==> src/rtl/memory_writer.sv <==
// -----------------------------------------------------------------------------
// memory_writer
//
// Purpose:
//   Accepts one store request at a time and writes it into a byte-wide RAM
//   port, least-significant byte first. A store is 1, 2 or 4 bytes long. An
//   illegal length is accepted, performs no RAM access, and is reported with
//   err alongside done. The RAM may stall. A global enable freezes the block.
//
// Ports:
//   clk        in   single clock, rising edge
//   rst        in   asynchronous active-high reset
//   en         in   global enable; 0 freezes all state and blanks ram_en
//   req_valid  in   store request presented
//   len_in     in   [2:0] size code: 0 = 1 byte, 1 = 2 bytes, 2 = 4 bytes
//   addr_in    in   [31:0] store byte address (low ADDR_WIDTH bits used)
//   data_in    in   [31:0] store data, LSB first
//   ready      out  a request can be accepted this cycle
//   done       out  one-cycle completion pulse
//   err        out  one-cycle pulse with done for an illegal length
//   ram_stall  in   RAM cannot take a byte this cycle
//   ram_en     out  RAM access strobe
//   ram_rw_en  out  RAM direction (1 = read, 0 = write); always write
//   addr_out   out  [ADDR_WIDTH-1:0] RAM byte address
//   data_out   out  [7:0] RAM write byte
// -----------------------------------------------------------------------------
module memory_writer #(
    parameter int ADDR_WIDTH = 17
) (
    input  logic                  clk,
    input  logic                  rst,
    input  logic                  en,
    input  logic                  req_valid,
    input  logic [2:0]            len_in,
    input  logic [31:0]           addr_in,
    input  logic [31:0]           data_in,
    output logic                  ready,
    output logic                  done,
    output logic                  err,
    input  logic                  ram_stall,
    output logic                  ram_en,
    output logic                  ram_rw_en,
    output logic [ADDR_WIDTH-1:0] addr_out,
    output logic [7:0]            data_out
);

    typedef enum logic [1:0] {
        IDLE  = 2'd0,
        WRITE = 2'd1,
        DONE  = 2'd2
    } state_t;

    state_t                state_q;
    logic [1:0]            k_q;        // index of the byte currently on the RAM port
    logic [1:0]            last_q;     // index of the final byte (N-1)
    logic [23:0]           rest_q;     // bytes not yet presented, next one in [7:0]
    logic                  ready_q;
    logic                  done_q;
    logic                  err_q;
    logic                  ram_en_q;
    logic [ADDR_WIDTH-1:0] addr_q;
    logic [7:0]            dout_q;
    logic [2:0]            len_dec_s;
    logic [ADDR_WIDTH-1:0] addr_inc_d;

    // Decode the size code into {legal, index of last byte}.
    function automatic logic [2:0] decode_len(input logic [2:0] len);
        logic [2:0] r;
        case (len)
            3'd0:    r = {1'b1, 2'd0};
            3'd1:    r = {1'b1, 2'd1};
            3'd2:    r = {1'b1, 2'd3};
            default: r = {1'b0, 2'd0};
        endcase
        return r;
    endfunction

    // Size decode and next byte address; the add wraps at 2^ADDR_WIDTH.
    always_comb begin
        len_dec_s  = decode_len(len_in);
        addr_inc_d = addr_q + {{(ADDR_WIDTH-1){1'b0}}, 1'b1};
    end

    // Control FSM with registered outputs; nothing moves while en is low.
    always_ff @(posedge clk or posedge rst) begin
        if (rst) begin
            state_q  <= IDLE;
            k_q      <= 2'd0;
            last_q   <= 2'd0;
            rest_q   <= 24'd0;
            ready_q  <= 1'b1;
            done_q   <= 1'b0;
            err_q    <= 1'b0;
            ram_en_q <= 1'b0;
            addr_q   <= {ADDR_WIDTH{1'b0}};
            dout_q   <= 8'd0;
        end else if (en) begin
            done_q <= 1'b0;
            err_q  <= 1'b0;
            case (state_q)
                // ready is high in both states, so a request is taken directly.
                IDLE, DONE: begin
                    if (req_valid) begin
                        if (len_dec_s[2]) begin
                            state_q  <= WRITE;
                            ready_q  <= 1'b0;
                            ram_en_q <= 1'b1;
                            k_q      <= 2'd0;
                            last_q   <= len_dec_s[1:0];
                            addr_q   <= addr_in[ADDR_WIDTH-1:0];
                            dout_q   <= data_in[7:0];
                            rest_q   <= data_in[31:8];
                        end else begin
                            state_q  <= DONE;
                            ready_q  <= 1'b1;
                            ram_en_q <= 1'b0;
                            done_q   <= 1'b1;
                            err_q    <= 1'b1;
                        end
                    end else begin
                        state_q  <= IDLE;
                        ready_q  <= 1'b1;
                        ram_en_q <= 1'b0;
                    end
                end
                // A byte counts as written only in a cycle without stall.
                WRITE: begin
                    if (!ram_stall) begin
                        if (k_q == last_q) begin
                            state_q  <= DONE;
                            ready_q  <= 1'b1;
                            ram_en_q <= 1'b0;
                            done_q   <= 1'b1;
                        end else begin
                            k_q    <= k_q + 2'd1;
                            addr_q <= addr_inc_d;
                            dout_q <= rest_q[7:0];
                            rest_q <= {8'd0, rest_q[23:8]};
                        end
                    end
                end
                default: begin
                    state_q  <= IDLE;
                    ready_q  <= 1'b1;
                    ram_en_q <= 1'b0;
                    k_q      <= 2'd0;
                end
            endcase
        end
    end

    // The strobe is gated in the same cycle by stall and enable.
    assign ram_en    = ram_en_q & en & ~ram_stall;
    assign ram_rw_en = 1'b0;
    assign ready     = ready_q;
    assign done      = done_q;
    assign err       = err_q;
    assign addr_out  = addr_q;
    assign data_out  = dout_q;

    // Address bits above the RAM width are deliberately ignored.
    generate
        if (ADDR_WIDTH < 32) begin : g_unused_addr
            logic unused_addr_s;
            assign unused_addr_s = ^addr_in[31:ADDR_WIDTH];
        end
    endgenerate

endmodule

==> config.mk <==
export PLATFORM = sky130hd
export DESIGN_NAME = memory_writer
export DESIGN_NICKNAME = d
export VERILOG_FILES = /design/src/rtl/memory_writer.sv
export SDC_FILE = /design/constraint.sdc
export NUM_CORES = 1
export LEC_CHECK = 0
export BUFFER_PORTS_ARGS = -buffer_cell sky130_fd_sc_hd__buf_2
export CAP_MARGIN = 10
export CORE_MARGIN = 3
export CORE_UTILIZATION = 25
export CTS_CLUSTER_SIZE = 20
export DETAILED_ROUTE_END_ITERATION = 12
export PLACE_DENSITY_LB_ADDON = 0.1
export SETUP_SLACK_MARGIN = 0.5
export SKIP_LAST_GASP = 1
export SYNTH_ARGS = -nofsm -noshare
export SYNTH_HDL_FRONTEND = slang
export SYNTH_SLANG_ARGS = --single-unit
==> constraint.sdc <==
create_clock -name clk -period 3.05 [get_ports clk]
set_input_delay 0.305 -clock clk [delete_from_list [all_inputs] [get_ports clk]]
set_output_delay 0.305 -clock clk [all_outputs]
set_load 0.02 [all_outputs]
# [Yosys cells after proc, flatten, opt, wreduce, memory -nomap -nowiden]
# Index checks and enable logic that the tools add are counted.
# Widths: inputs -> output; s select.
[classes] n_addsub=2 n_mul=0 div=0 order_cmp=0 eq_ne=10 shifts=0 n_mux=41 n_bitwise=3 n_reduce_logical=8
[op_table] cell="$mux 24" n=4
[op_table] cell="$mux 17" n=4
[op_table] cell="$pmux 24 s2" n=1
[op_table] cell="$pmux 17 s2" n=1
[op_table] cell="$mux 8" n=4
[op_table] cell="$add 17x1->17 const B" n=1
[op_table] cell="$mux 2" n=8
[op_table] cell="$pmux 8 s2" n=1
[op_table] cell="$mux 1" n=12
[op_table] cell="$ne 2x2->1 const B" n=5
[op_table] cell="$pmux 3 s3" n=1
[op_table] cell="$pmux 2 s2" n=2
[op_table] cell="$pmux 1 s2" n=3
[op_table] cell="$reduce_and 6->1" n=1
[op_table] cell="$reduce_and 5->1" n=1
[op_table] cell="$reduce_and 4->1" n=1
[op_table] cell="$eq 3x1->1 const B" n=1
[op_table] cell="$eq 3x2->1 const B" n=1
[op_table] cell="$logic_not 3->1" n=1
[op_table] cell="$reduce_and 3->1" n=1
[op_table] cell="$add 2x1->2 const B" n=1
[op_table] cell="$and 1x1->1" n=2
[op_table] cell="$eq 2x1->1 const B" n=1
[op_table] cell="$eq 2x2->1" n=1
[op_table] cell="other kinds (5)" n=5
[word_totals] register_bits=59 latchBits=0 ramBits=0 rom_bits=0 inputBits=72 out_inout_bits=30 word_cells=74 memories=0

# [Depth between registers and ports, before layout]
[logic_depth] word_depth=5 mapped_depth=7

# [Worst setup path before layout]
# Ideal clock, no wire load.
[synth_timing] path_kind="register to register" start="reg addr_q[3] (netlist: addr_out[3])" end="reg addr_q[13] (netlist: addr_out[13])" setup_time_ns=0.121 arrival_ns=1.525 t_required_ns=2.929 path_slack_ns=1.404 stages_incl_launch_ff=6 period_less_slack_ns=1.646 path_cell_list="dfrtp_1 nand4_1 nor3_1 nand3_1 o22a_1 o22a_1"
[synth_between] elab_chain_len=4
[synth_lines] element="start: declaration" line="61" text="logic [ADDR_WIDTH-1:0] addr_q;"
[synth_lines] element="start signal: assignment" line="95" text="addr_q <= {ADDR_WIDTH{1'b0}};"
[synth_lines] element="start signal: assignment" line="110" text="addr_q <= addr_in[ADDR_WIDTH-1:0];"
[synth_lines] element="start signal: assignment" line="136" text="addr_q <= addr_inc_d;"
[synth_lines] element="$add 17x1->17" line="81" text="addr_inc_d = addr_q + {{(ADDR_WIDTH-1){1'b0}}, 1'b1};"
[synth_lines] element="$mux 17" line="129" text="if (k_q == last_q) begin"
[synth_lines] element="$mux 17" line="128" text="if (!ram_stall) begin"
[synth_lines] element="$pmux 17 s2" line="100" text="case (state_q)"
# Every way passes these cells. The select of a mux whose other input is x is not followed.
# A chain may end at the register's enable or synchronous reset.

# [Final worst setup path]
[layout_timing] start="reg state_q[0]" end="reg rest_q[15]"
[layout_between] elab_chain_len=4 elab_cells_between_ends=11 classes_between="eq/ne: 6; mux: 1; reduce/logical: 4"
[layout_lines] element="start: declaration" line="53" text="state_t state_q;"
[layout_lines] element="start signal: assignment" line="87" text="state_q <= IDLE;"
[layout_lines] element="start signal: assignment" line="105" text="state_q <= WRITE;"
[layout_lines] element="start signal: assignment" line="114" text="state_q <= DONE;"
[layout_lines] element="$eq 2x2->1 / $logic_not 2->1 (equally long branches)" line="100"
[layout_lines] element="$reduce_or 2->1" line="100"
[layout_lines] element="$ne 2x2->1 (no line) / $reduce_bool 2->1 (equally long branches)"
[layout_lines] element="$reduce_and 6->1 (no line)"
[layout_lines] element="end signal: assignment" line="112" text="rest_q <= data_in[31:8];"
[layout_lines] element="end signal: assignment" line="138" text="rest_q <= {8'd0, rest_q[23:8]};"
[layout_lines] element="end: declaration" line="56" text="logic [23:0] rest_q;"
# Several ways; a longest one is shown, not always the timed one.

==> reports/results.tsv <==
metric	value	unit
DRT iter0 DRCs	95	
Pwr Density	918	nW/µm²
via count	2693	
largest net degree at the start of global routing	49	
Initial Util	26.2	%
clock slew at reported path FFs	50	ps
Seq/Total Area, Yosys	50.0	%
Synth Area per Inst	8.75	µm²
post-synth cell types	44	
unrepaired setup endpoints after global routing	false	
n_diodes	0	
Worst EP required	3290	ps
GRT overflow	0	
Syn-to-layout area delta	29.3	%
Finish-stage setup viols	0	
gr usage total	13.7	%
top cell family by delay on the critical path	flip-flops	
FF-to-FF Start	state_q[0]$_DFFE_PP0P_	
die width	114	µm
Final HPWL DP	5850	µm
Clk Latency, worst-skew pair	320	ps
number of global-route vias before repair	2651	
relative slew slack	33.8	%
Main synth FF type	dfrtp_1	
final net count	486	
Setup crit start kind	flop	
final worst-path cycle share	71.0	%
DR WL/cell	15.3	µm
Root Buffer	clkbuf_16	
Worst R2R Setup Slack	880	ps
placed inst area	3470	µm²
first-pass GRT wire length	13900	µm
Worst Setup SP	state_q[0]$_DFFE_PP0P_	
Static Leakage	1.71	nW
Inserted Clock Buffers	9	
post-layout min period	2170	ps
Post-Layout Inst Area	3750	µm²
slowest CP cell	dfrtp_1	
worst slew pin tran	992	ps
net count after synthesis	405	
asr flop ratio synth	100	%
commonest non-fill, non-tap cell in the layout	buf_2	
Inst Count DP	542	
I/O Buffers	85	
Pins Over Slew Limit	0	
fmax	0.462	GHz
Critical Path Fanout Max	48	
RD Place Congestion	0.764	
Overall Power	3.44	mW
Hold Crit Start	len_in[2]	
total negative setup slack	0	ps
kind of critical path	reg2reg	
maximum clock insertion buffer count	2	
post-cts sizing count	0	
# Max-Cap Violations	0	
detailed-route DRC error count	0	
CTS sink count	58	
min-delay worst type	in2reg	
Die Y-Extent	114	µm
Peak VDD IR	0.369	mV
Util after Layout	33.9	%
crit-path cells	buf_4, nor2b_4, o2111ai_2, nand2_2, buf_12, nor2_1, a31oi_1	
Via-to-Cell Ratio	4.83	
# Post-CTS Setup Buffers	0	
fin cells	557	
CTS hold repair buffers	0	
Die ar.	12900	µm²
WL final	8520	µm
outcome	finished, final reports clean	
Routed Antenna Nets	0	
initial antenna violation count	0	
H-tree levels	3	
core area	11100	µm²
drt pass-1 iters	4	
Critical path buffers and inverters	2	
Setup Skew	4.10	ps
Mapped Cells	332	
Yosys Warn Count	0	
final hold viol count	0	
Top Ports	102	
row cnt	38	
mapped cell area	2900	µm²
slowest stage delay, CP	640	ps
CTS tree	done	
fillers	1194	
most frequent cells in the layout	85 x buf_2, 62 x nand2_1, 57 x dfrtp_1	
EDFF count, synth	0	
crit end category	flop	
layout cells sized above 1	28.3	%
CP arrival	2400	ps
post-synthesis sequential element count	58	
==> where the power goes <==
| part | internal, mW | switching [mW] | total, mW |
|---|---|---|---|
| logic | 0.435 | 0.663 | 1.10 |
| registers | 1.08 | 0.274 | 1.36 |
| clock network | 0.647 | 0.343 | 0.990 |
| total | 2.17 | 1.28 | 3.44 |
==> Yosys cell counts, types with 2 or more instances <==
| cell type | n | area, µm² |
|---|---|---|
| nand2_1 | 62 | 233 |
| dfrtp_1 | 57 | 1430 |
| nor2_1 | 40 | 150 |
| a31oi_1 | 27 | 169 |
| a21oi_1 | 26 | 130 |
| o21ai_0 | 19 | 95.1 |
| nand3_1 | 11 | 55.1 |
| a22o_1 | 10 | 87.6 |
| clkbuf_1 | 10 | 37.5 |
| buf_2 | 9 | 45.0 |
| o22a_1 | 7 | 61.3 |
| inv_1 | 6 | 22.5 |
| and3_1 | 3 | 18.8 |
| nand4_1 | 3 | 18.8 |
| nor3_1 | 3 | 15.0 |
| nor3_2 | 3 | 30.0 |
| o21a_1 | 3 | 22.5 |
| a31o_2 | 2 | 17.5 |
| buf_6 | 2 | 22.5 |
| nor2b_1 | 2 | 12.5 |
| o22ai_1 | 2 | 12.5 |
| o311ai_1 | 2 | 17.5 |
| xor2_1 | 2 | 17.5 |
==> path summary, 6_finish.rpt <==
path / end / cells after the start
min reg2reg: err$_DFFE_PP0P_ / 1
min in group asynchronous: done$_DFFE_PP0P_ / 2
min: last_q[1]$_DFFE_PP0P_ / 2
max reg2reg: rest_q[15]$_DFFE_PP0P_ / 7
max in group asynchronous: rest_q[7]$_DFFE_PP0P_ / 3
max: rest_q[15]$_DFFE_PP0P_ / 7
==> worst register-to-register path, delay by kind of cell, from the launching register on <==
kind | cells | cell delay (ps)
DFF | 1 | 640
and+or+nand+nor | 3 | 570
buffers and inverters | 2 | 540
AOI/OAI and AO/OA | 2 | 330
==> cell type report <==
| class | count | area (µm²) | share of cell area [%] |
|---|---|---|---|
| Clock buffer | 12 | 246 | 6.57 |
| Clock inverter | 3 | 40.0 | 1.07 |
| Inverter | 6 | 22.5 | 0.600 |
| Multi-Input combinational cell | 246 | 1330 | 35.3 |
| Sequential cell | 58 | 1450 | 38.7 |
| Tap cell | 140 | 175 | 4.67 |
| Timing Repair Buffer | 92 | 490 | 13.1 |
==> registers in the layout, indices dropped and copies added, names as in the netlist <==
name	cells
err	1
addr_out	17
ready	1
k_q	2
rest_q	24
last_q	2
data_out	8
state_q	2
done	1
==> cell families after synthesis <==
logic type | synth area share, %
other cells | 0.129
fa+ha+maj | 0.431
flops | 50.0
mux | 0.345
buf+inv | 4.65
simple gates | 20.9
compound gates | 23.0
xor+xnor | 0.603
==> per-layer routing <==
layer	vias to the layer above	share of wire, %	global-route usage (%)
met5	-	0	0
met4	0	1.1	4.04
met3	7	5.9	4.14
met2	74	46	21.4
met1	1267	47	18.5
li1	1345	-	-
==> through the flow <==
step	setup slack, ps	hold slack, ps
floorplan	1320	402
global placement	925	474
detailed placement	913	482
CTS	868	168
global route	677	186
finish	884	179
Note: power is estimated with default switching activity, not from simulation.
